`config.mk`:
```
export PLATFORM = sky130hd
export DESIGN_NAME = multicycle_controller
export DESIGN_NICKNAME = d
export VERILOG_FILES = /design/src/rtl/multicycle_controller.sv
export SDC_FILE = /design/constraint.sdc
export NUM_CORES = 1
export LEC_CHECK = 0
export ABC_AREA = 1
export CAP_MARGIN = 20
export CORE_MARGIN = 1.5
export CORE_UTILIZATION = 40
export CTS_CLUSTER_SIZE = 14
export DETAILED_ROUTE_END_ITERATION = 6
export PLACE_DENSITY = 0.79
export SETUP_SLACK_MARGIN = 0.4
export SLEW_MARGIN = 30
export SYNTH_ARGS = -nofsm -noshare
export SYNTH_HDL_FRONTEND = slang
export SYNTH_SLANG_ARGS = --single-unit
```
`constraint.sdc`:
```
create_clock -name clk -period 1.5 [get_ports clk]
set_clock_uncertainty 0.1 [all_clocks]
set_input_delay 0.45 -clock clk [delete_from_list [all_inputs] [get_ports clk]]
set_output_delay 0.45 -clock clk [all_outputs]
set_load 0.01 [all_outputs]
```
`src/rtl/multicycle_controller.sv`:
```
// Control FSM for the multicycle RV32I datapath: sequences fetch/decode/execute/memory/writeback
// with a mem_req/mem_ready handshake, a memory-stall timeout and an illegal-opcode trap.
module multicycle_controller #(
  parameter int unsigned MEM_WAIT_LIMIT = 15
) (
  input  logic       clk,
  input  logic       reset,
  input  logic [6:0] op,
  input  logic       zero,
  input  logic       mem_ready,
  output logic       mem_req,
  output logic       AdrSrc,
  output logic       IRWrite,
  output logic       PCWrite,
  output logic       MemWrite,
  output logic       RegWrite,
  output logic [1:0] ResultSrc,
  output logic [1:0] ALUSrcA,
  output logic [1:0] ALUSrcB,
  output logic [1:0] ALUOp,
  output logic [2:0] ImmSrc,
  output logic       trap,
  output logic [3:0] state
);

  localparam logic [3:0] WAIT_LIMIT = 4'(MEM_WAIT_LIMIT);
  localparam logic       TIMEOUT_ON = (MEM_WAIT_LIMIT != 0);

  typedef enum logic [3:0] {
    FETCH    = 4'd0,
    DECODE   = 4'd1,
    MEMADR   = 4'd2,
    MEMREAD  = 4'd3,
    MEMWB    = 4'd4,
    MEMWRITE = 4'd5,
    EXECR    = 4'd6,
    EXECI    = 4'd7,
    ALUWB    = 4'd8,
    BEQ      = 4'd9,
    JAL      = 4'd10,
    JALRADR  = 4'd11,
    JALRJ    = 4'd12,
    UPPER    = 4'd13,
    TRAP     = 4'd14
  } ctrlState_t;

  ctrlState_t stateReg;
  ctrlState_t stateNext;
  logic [3:0] waitCntReg;
  logic       stall;
  logic       timeout;
  logic       pcUpdate;
  logic       branch;
  logic       irWriteEn;
  logic       memWriteEn;
  logic       regWriteEn;
  logic       memReqEn;

  assign stall   = (stateReg inside {FETCH, MEMREAD, MEMWRITE}) & ~mem_ready;
  assign timeout = TIMEOUT_ON & stall & (waitCntReg == WAIT_LIMIT);

  always_comb begin
    stateNext = stateReg;
    case (stateReg)
      FETCH:    if (mem_ready) stateNext = DECODE;
      DECODE: begin
        case (op)
          7'b0000011, 7'b0100011: stateNext = MEMADR;
          7'b0110011:             stateNext = EXECR;
          7'b0010011:             stateNext = EXECI;
          7'b1100011:             stateNext = BEQ;
          7'b1101111:             stateNext = JAL;
          7'b1100111:             stateNext = JALRADR;
          7'b0110111, 7'b0010111: stateNext = UPPER;
          default:                stateNext = TRAP;
        endcase
      end
      MEMADR:   stateNext = op[5] ? MEMWRITE : MEMREAD;
      MEMREAD:  if (mem_ready) stateNext = MEMWB;
      MEMWB:    stateNext = FETCH;
      MEMWRITE: if (mem_ready) stateNext = FETCH;
      EXECR:    stateNext = ALUWB;
      EXECI:    stateNext = ALUWB;
      ALUWB:    stateNext = FETCH;
      BEQ:      stateNext = FETCH;
      JAL:      stateNext = ALUWB;
      JALRADR:  stateNext = JALRJ;
      JALRJ:    stateNext = ALUWB;
      UPPER:    stateNext = ALUWB;
      TRAP:     stateNext = TRAP;
      default:  stateNext = TRAP;
    endcase
    // A stall that has used up its budget abandons the access instead of waiting again.
    if (timeout) stateNext = TRAP;
  end

  always_ff @(posedge clk) begin
    if (reset) begin
      stateReg   <= FETCH;
      waitCntReg <= '0;
    end else begin
      stateReg <= stateNext;
      if (stateNext != stateReg) waitCntReg <= '0;
      else if (stall)            waitCntReg <= waitCntReg + 4'd1;
    end
  end

  always_comb begin
    memReqEn   = 1'b0;
    AdrSrc     = 1'b0;
    irWriteEn  = 1'b0;
    pcUpdate   = 1'b0;
    branch     = 1'b0;
    memWriteEn = 1'b0;
    regWriteEn = 1'b0;
    ResultSrc  = 2'b00;
    ALUSrcA    = 2'b00;
    ALUSrcB    = 2'b00;
    ALUOp      = 2'b00;
    trap       = 1'b0;
    case (stateReg)
      FETCH: begin
        memReqEn  = 1'b1;
        ALUSrcB   = 2'b10;
        ResultSrc = 2'b10;
        irWriteEn = mem_ready;
        pcUpdate  = mem_ready;
      end
      DECODE: begin
        ALUSrcA = 2'b01;
        ALUSrcB = 2'b01;
      end
      MEMADR: begin
        ALUSrcA = 2'b10;
        ALUSrcB = 2'b01;
      end
      MEMREAD: begin
        memReqEn = 1'b1;
        AdrSrc   = 1'b1;
      end
      MEMWB: begin
        ResultSrc  = 2'b01;
        regWriteEn = 1'b1;
      end
      MEMWRITE: begin
        memReqEn   = 1'b1;
        AdrSrc     = 1'b1;
        memWriteEn = mem_ready;
      end
      EXECR: begin
        ALUSrcA = 2'b10;
        ALUOp   = 2'b10;
      end
      EXECI: begin
        ALUSrcA = 2'b10;
        ALUSrcB = 2'b01;
        ALUOp   = 2'b10;
      end
      ALUWB: regWriteEn = 1'b1;
      BEQ: begin
        ALUSrcA = 2'b10;
        ALUOp   = 2'b01;
        branch  = 1'b1;
      end
      JAL: begin
        ALUSrcA  = 2'b01;
        ALUSrcB  = 2'b10;
        pcUpdate = 1'b1;
      end
      JALRADR: begin
        ALUSrcA = 2'b10;
        ALUSrcB = 2'b01;
      end
      JALRJ: begin
        ALUSrcA  = 2'b01;
        ALUSrcB  = 2'b10;
        pcUpdate = 1'b1;
      end
      UPPER: begin
        ALUSrcA = op[5] ? 2'b11 : 2'b01;
        ALUSrcB = 2'b01;
      end
      TRAP:    trap = 1'b1;
      default: ;
    endcase
  end

  always_comb begin
    case (op)
      7'b0100011:             ImmSrc = 3'b001;
      7'b1100011:             ImmSrc = 3'b010;
      7'b1101111:             ImmSrc = 3'b011;
      7'b0110111, 7'b0010111: ImmSrc = 3'b100;
      default:                ImmSrc = 3'b000;
    endcase
  end

  // Reset gates every side-effecting strobe so an abandoned instruction cannot commit.
  assign PCWrite  = ~reset & (pcUpdate | (branch & zero));
  assign IRWrite  = ~reset & irWriteEn;
  assign RegWrite = ~reset & regWriteEn;
  assign MemWrite = ~reset & memWriteEn;
  assign mem_req  = ~reset & memReqEn;
  assign state    = stateReg;

endmodule

```
==> results of run 1 <==
==> cells in the mapped netlist <==
master,number
inv_2,7
o21ai_0,3
clkinv_1,1
inv_1,23
o211ai_1,1
a31oi_1,2
ha_1,1
nor2_4,3
o21ai_2,1
nand3_2,3
buf_6,1
mux2_2,1
dfxtp_1,8
nor2_1,30
nand3_1,11
o21ai_1,2
a211oi_1,1
buf_1,1
a21oi_1,7
xor2_1,2
nand2_1,37
xnor2_1,1
a22oi_1,1
nand2_2,7
nor2_2,4
nor3_1,2
nand2_4,1
==> stage by stage <==
stage,utilization,setup TNS [ps]
global placement,0.8426,-17740
CTS,0.9406,-7845
floorplan,-,-501.0
detailed placement,0.8426,-18620
==> cells by family after synthesis <==
family / Yosys count
AOI/OAI and AO/OA: 18
xor gates and xnor gates: 3
buffers and inverters: 33
and+or+nand+nor: 98
muxes: 1
DFF: 8
adders and majority gates: 1
==> what timing repair did <==
item / 4_1_cts
buffers inserted: 13
endpoints found under the setup margin: 30
resized for setup: 165
pin swaps: 25
==> flow_summary.json, run 1 <==
{
  "status": "did not finish",
  "haltStage": "global routing",
  "error_line": "[ERROR DPL-0038] Utilization greater than 100%, impossible to legalize",
  "place_ws_ps": -1074,
  "h-tree-depth": 1,
  "clkSinkCount": 8,
  "routabilityCongestion": 0.8845,
  "ys_seq_area_frac": 0.1768,
  "clk_path_buf_depth": 2,
  "cts_hold_repair.buffers": 0,
  "synth_cell_types": 27,
  "yosys_register_bits": 8,
  "synthCells": 162,
  "synth_compound_area_frac": 0.1146,
  "synth-adder-area-share": 0.01381,
  "syn_area_um2": 905.9,
  "synth_nets": 174,
  "ys_warn_count": 0,
  "start_util": 0.4175,
  "yosysTopAreaCell": "dfxtp_1",
  "die_h_um": 50.59,
  "worst_path_end_type": "sequential cell input",
  "grt_max_degree": 7,
  "placed_area_um2": 1828,
  "die_x_um": 50.59,
  "yosysTopAreaCellShare": 0.1768,
  "yosys-top-cells-area": "dfxtp_1 18%, nand2_1 15%, nor2_1 12%",
  "dp_cells": 269,
  "yosys.area_share.simple": 0.5083,
  "synthXorXnorAreaFrac": 0.02901,
  "num_rows": 17,
  "root_buffer": "clkbuf_4",
  "num_io_pins": 33,
  "port_buffers": 32,
  "synth_top_family_by_area": "simple AND/OR/NAND/NOR gates",
  "numCtsBuffers": 3,
  "hpwl_um": 2719,
  "avgSynthCellArea_um2": 5.592,
  "crit_endpoint": "waitCntReg[0]$_SDFFE_PP0P_/D",
  "yosys-mux-area-fraction": 0.01243
}
==> inputs of run 2 (changes only) <==
CORE_AREA = 2 2 63 65   (was not set)
CORE_MARGIN = not set   (was 1.5)
CORE_UTILIZATION = not set   (was 40)
CTS_CLUSTER_SIZE = not set   (was 14)
DIE_AREA = 0 0 65 67   (was not set)
PLACE_DENSITY = not set   (was 0.79)
PLACE_DENSITY_LB_ADDON = 0.15   (was not set)
SETUP_SLACK_MARGIN = not set   (was 0.4)
clock period = 2 ns   (was 1.5 ns; I/O delays follow)
==> run 2 against run 1 <==
Synthesized cell count stayed put. Synthesized area stayed put. The flow now finishes, with violations (negative setup slack).
==> flow_summary.json, run 2 <==
{
  "slowest_stage": "dfxtp_4",
  "whs_ps": 435.6,
  "status": "complete, but fails checks",
  "worstPathRequired_ps": 1300,
  "finalSetupTns_ps": -36.68,
  "num_io_pins": 33,
  "drt_first_pass_iters": 4,
  "syn_area_um2": 905.9,
  "relSlewSlack": 0.8390,
  "final-setup-viol-count": 2,
  "rrSetupSlack_ps": 100,
  "crit_type": "reg -> out",
  "crit_family": "flip-flops",
  "rsz0062_at_grt": "yes",
  "ys_warn_count": 0,
  "synthArstFlopShare": 0,
  "clk_path_buf_depth": 2,
  "clkSinkCount": 8,
  "arrival_ps": 1330,
  "port_buffers": 32,
  "synth.most_common_cell": "nand2_1",
  "power.density_nw_per_um2": 740.4,
  "drt_iter0_markers": 46,
  "via_count": 1358,
  "grt-ovfl-total": 0,
  "netlist_top_cells_count": "37 x nand2_1, 30 x nor2_1, 23 x inv_1",
  "final_hold_viol_count": 0,
  "yosysTopAreaCell": "dfxtp_1",
  "grt_max_degree": 7,
  "maxCapViolCount": 0,
  "hold_path.class": "reg -> reg",
  "die_h_um": 67,
  "worstSetupStartpoint": "state[3]",
  "crit_path_end": "PCWrite",
  "routed_wl_um": 3501,
  "final_common_cell": "buf_4",
  "die-area_um2": 4355,
  "synthCells": 162,
  "vdd_drop_max_v": 0.0003549,
  "avgSynthCellArea_um2": 5.592,
  "drt-wirelength-per-cell_um": 11.55,
  "vias_per_cell": 4.482,
  "r2r_cells": 17,
  "worstSetupStartpointType": "flip-flop",
  "yosys-top-cells-area": "dfxtp_1 18%, nand2_1 15%, nor2_1 12%",
  "path_max_fanout": 4,
  "synth_nets": 174,
  "yosysTopAreaCellShare": 0.1768,
  "routabilityCongestion": 0.8115,
  "fillers": 348,
  "area_growth_pct": 124.6,
  "numCtsBuffers": 3,
  "clock_latency_ps": 230,
  "h-tree-depth": 1,
  "r2r_start": "state[3]",
  "yosys_register_bits": 8,
  "cts_hold_repair.buffers": 0,
  "synth_edf_count": 0,
  "crit_buf_inv": 3,
  "ys_seq_area_frac": 0.1768,
  "drive_gt1_frac": 0.6784,
  "root_buffer": "clkbuf_8",
  "worst_pin_slew_ps": 238.9,
  "synth_cell_types": 27,
  "final_cell_mix": "48 x buf_4, 23 x nand2_1, 17 x buf_6, 15 x inv_1",
  "start_util": 0.2512,
  "first_global_vias": 1316,
  "track_usage": 0.1597,
  "num-nets-final": 269,
  "violations": "negative setup slack",
  "worst_path_largest_cell_delay_ps": 390,
  "die_x_um": 65,
  "path_clk_slew_ps": 40,
  "antenna_found_initial": 0,
  "period_needed_ps": 2029,
  "leakage_uw": 0.001116,
  "cp-end-kind": "output pin",
  "slew_violations": 0,
  "final.period_utilization": 1.014,
  "path_cells": "inv_4, nor2_4, a22oi_2, buf_4, a31oi_1, buf_2",
  "synthFlopType": "dfxtp_1",
  "drc": 0,
  "max_freq_ghz": 0.4930,
  "hpwl_um": 2404,
  "cts_tree": "built",
  "n_antenna_cell": 0,
  "postRouteAntennaNets": 0,
  "cp.depth": 6,
  "layout_setup_ws_ps": -28.51,
  "grt_pass1_wl_um": 5492,
  "r2r-end": "waitCntReg[0]",
  "core_area_um2": 3606,
  "num_rows": 22
}
[run 2: cell counts after synthesis]
No cell type changed its count.
[run 2: how the worst min path moves through the flow]
stage | from | end | slack (ps) | cells after the start
2_1_floorplan | waitCntReg[3] | waitCntReg[3] | 400 | 3
3_3_place_gp | waitCntReg[3] | waitCntReg[3] | 420 | 3
3_5_place_dp | waitCntReg[3] | waitCntReg[3] | 430 | 3
6_report | waitCntReg[3] | waitCntReg[3] | 440 | 3
5_1_grt | waitCntReg[3] | waitCntReg[3] | 460 | 3
4_1_cts | waitCntReg[3] | waitCntReg[3] | 440 | 3
[run 2: logic make-up (layout without fill, tap and decap cells)]
group,count (synthesis),count (layout),synth area share
AO/OA/AOI/OAI,18,18,0.1146
XOR/XNOR,3,3,0.02901
adder cells (fa/ha/maj),1,1,0.01381
buffers and inverters,33,126,0.1450
flip-flops,8,8,0.1768
multiplexers,1,1,0.01243
AND/OR/NAND/NOR,98,98,0.5083
[run 2: final cells by class]
cell class	count	area, um^2	share of cell area
clock buffer	3	41.29	0.02030
inverter	31	136.4	0.06704
multi-input combinational	121	882.1	0.4336
sequential	8	175.2	0.08610
tap	48	60.06	0.02952
timing repair buffer	92	739.5	0.3635
[run 2: stage by stage]
| step | area [um^2] | total power (uW) | utilization | worst slack [ps] | instances |
|---|---|---|---|---|---|
| 2_1_floorplan | 908.4 | 628.7 | - | 20.91 | 162 |
| 3_3_place_gp | 1604 | 1100 | 0.4448 | -767.1 | 284 |
| 3_5_place_dp | 1604 | 1104 | 0.4448 | -799.6 | 284 |
| 4_1_cts | 1843 | 1395 | 0.5111 | -33.92 | 302 |
| 5_1_grt | 2034 | 1620 | 0.5642 | -108.6 | 303 |
| 6_report | 2034 | 1506 | 0.5642 | -28.51 | 303 |
[run 2: worst min-delay path: cells and delay by family (launching register included)]
kind,cells,cell delay [ps]
flip-flops,1,330
buffers and inverters,1,50
XOR/XNOR,1,70
AND/OR/NAND/NOR,1,40
[run 2: metal layers]
metal  vias up  wire, um  GRT usage
met3         8       155    0.03547
met5         -         0          0
met4         0        71    0.05053
met2        36      1843     0.2938
li1        688         -          -
met1       626      1431     0.1820
[run 2: timing repair]
| action | 4_1_cts | 5_1_grt |
|---|---|---|
| gates resized for setup | 148 | 67 |
| setup buffers | 15 | 2 |
| pin swaps | 29 | 32 |
| endpoints found under the setup margin | 29 | 20 |
| gates cloned | 0 | 0 |
[run 2: where the power goes]
group	total, uW	internal, uW	switching (uW)
Sequential	240	190	50.3
Clock	192	130	62.0
Combinational	1070	535	539
Note: power is estimated with default switching activity, not from simulation.
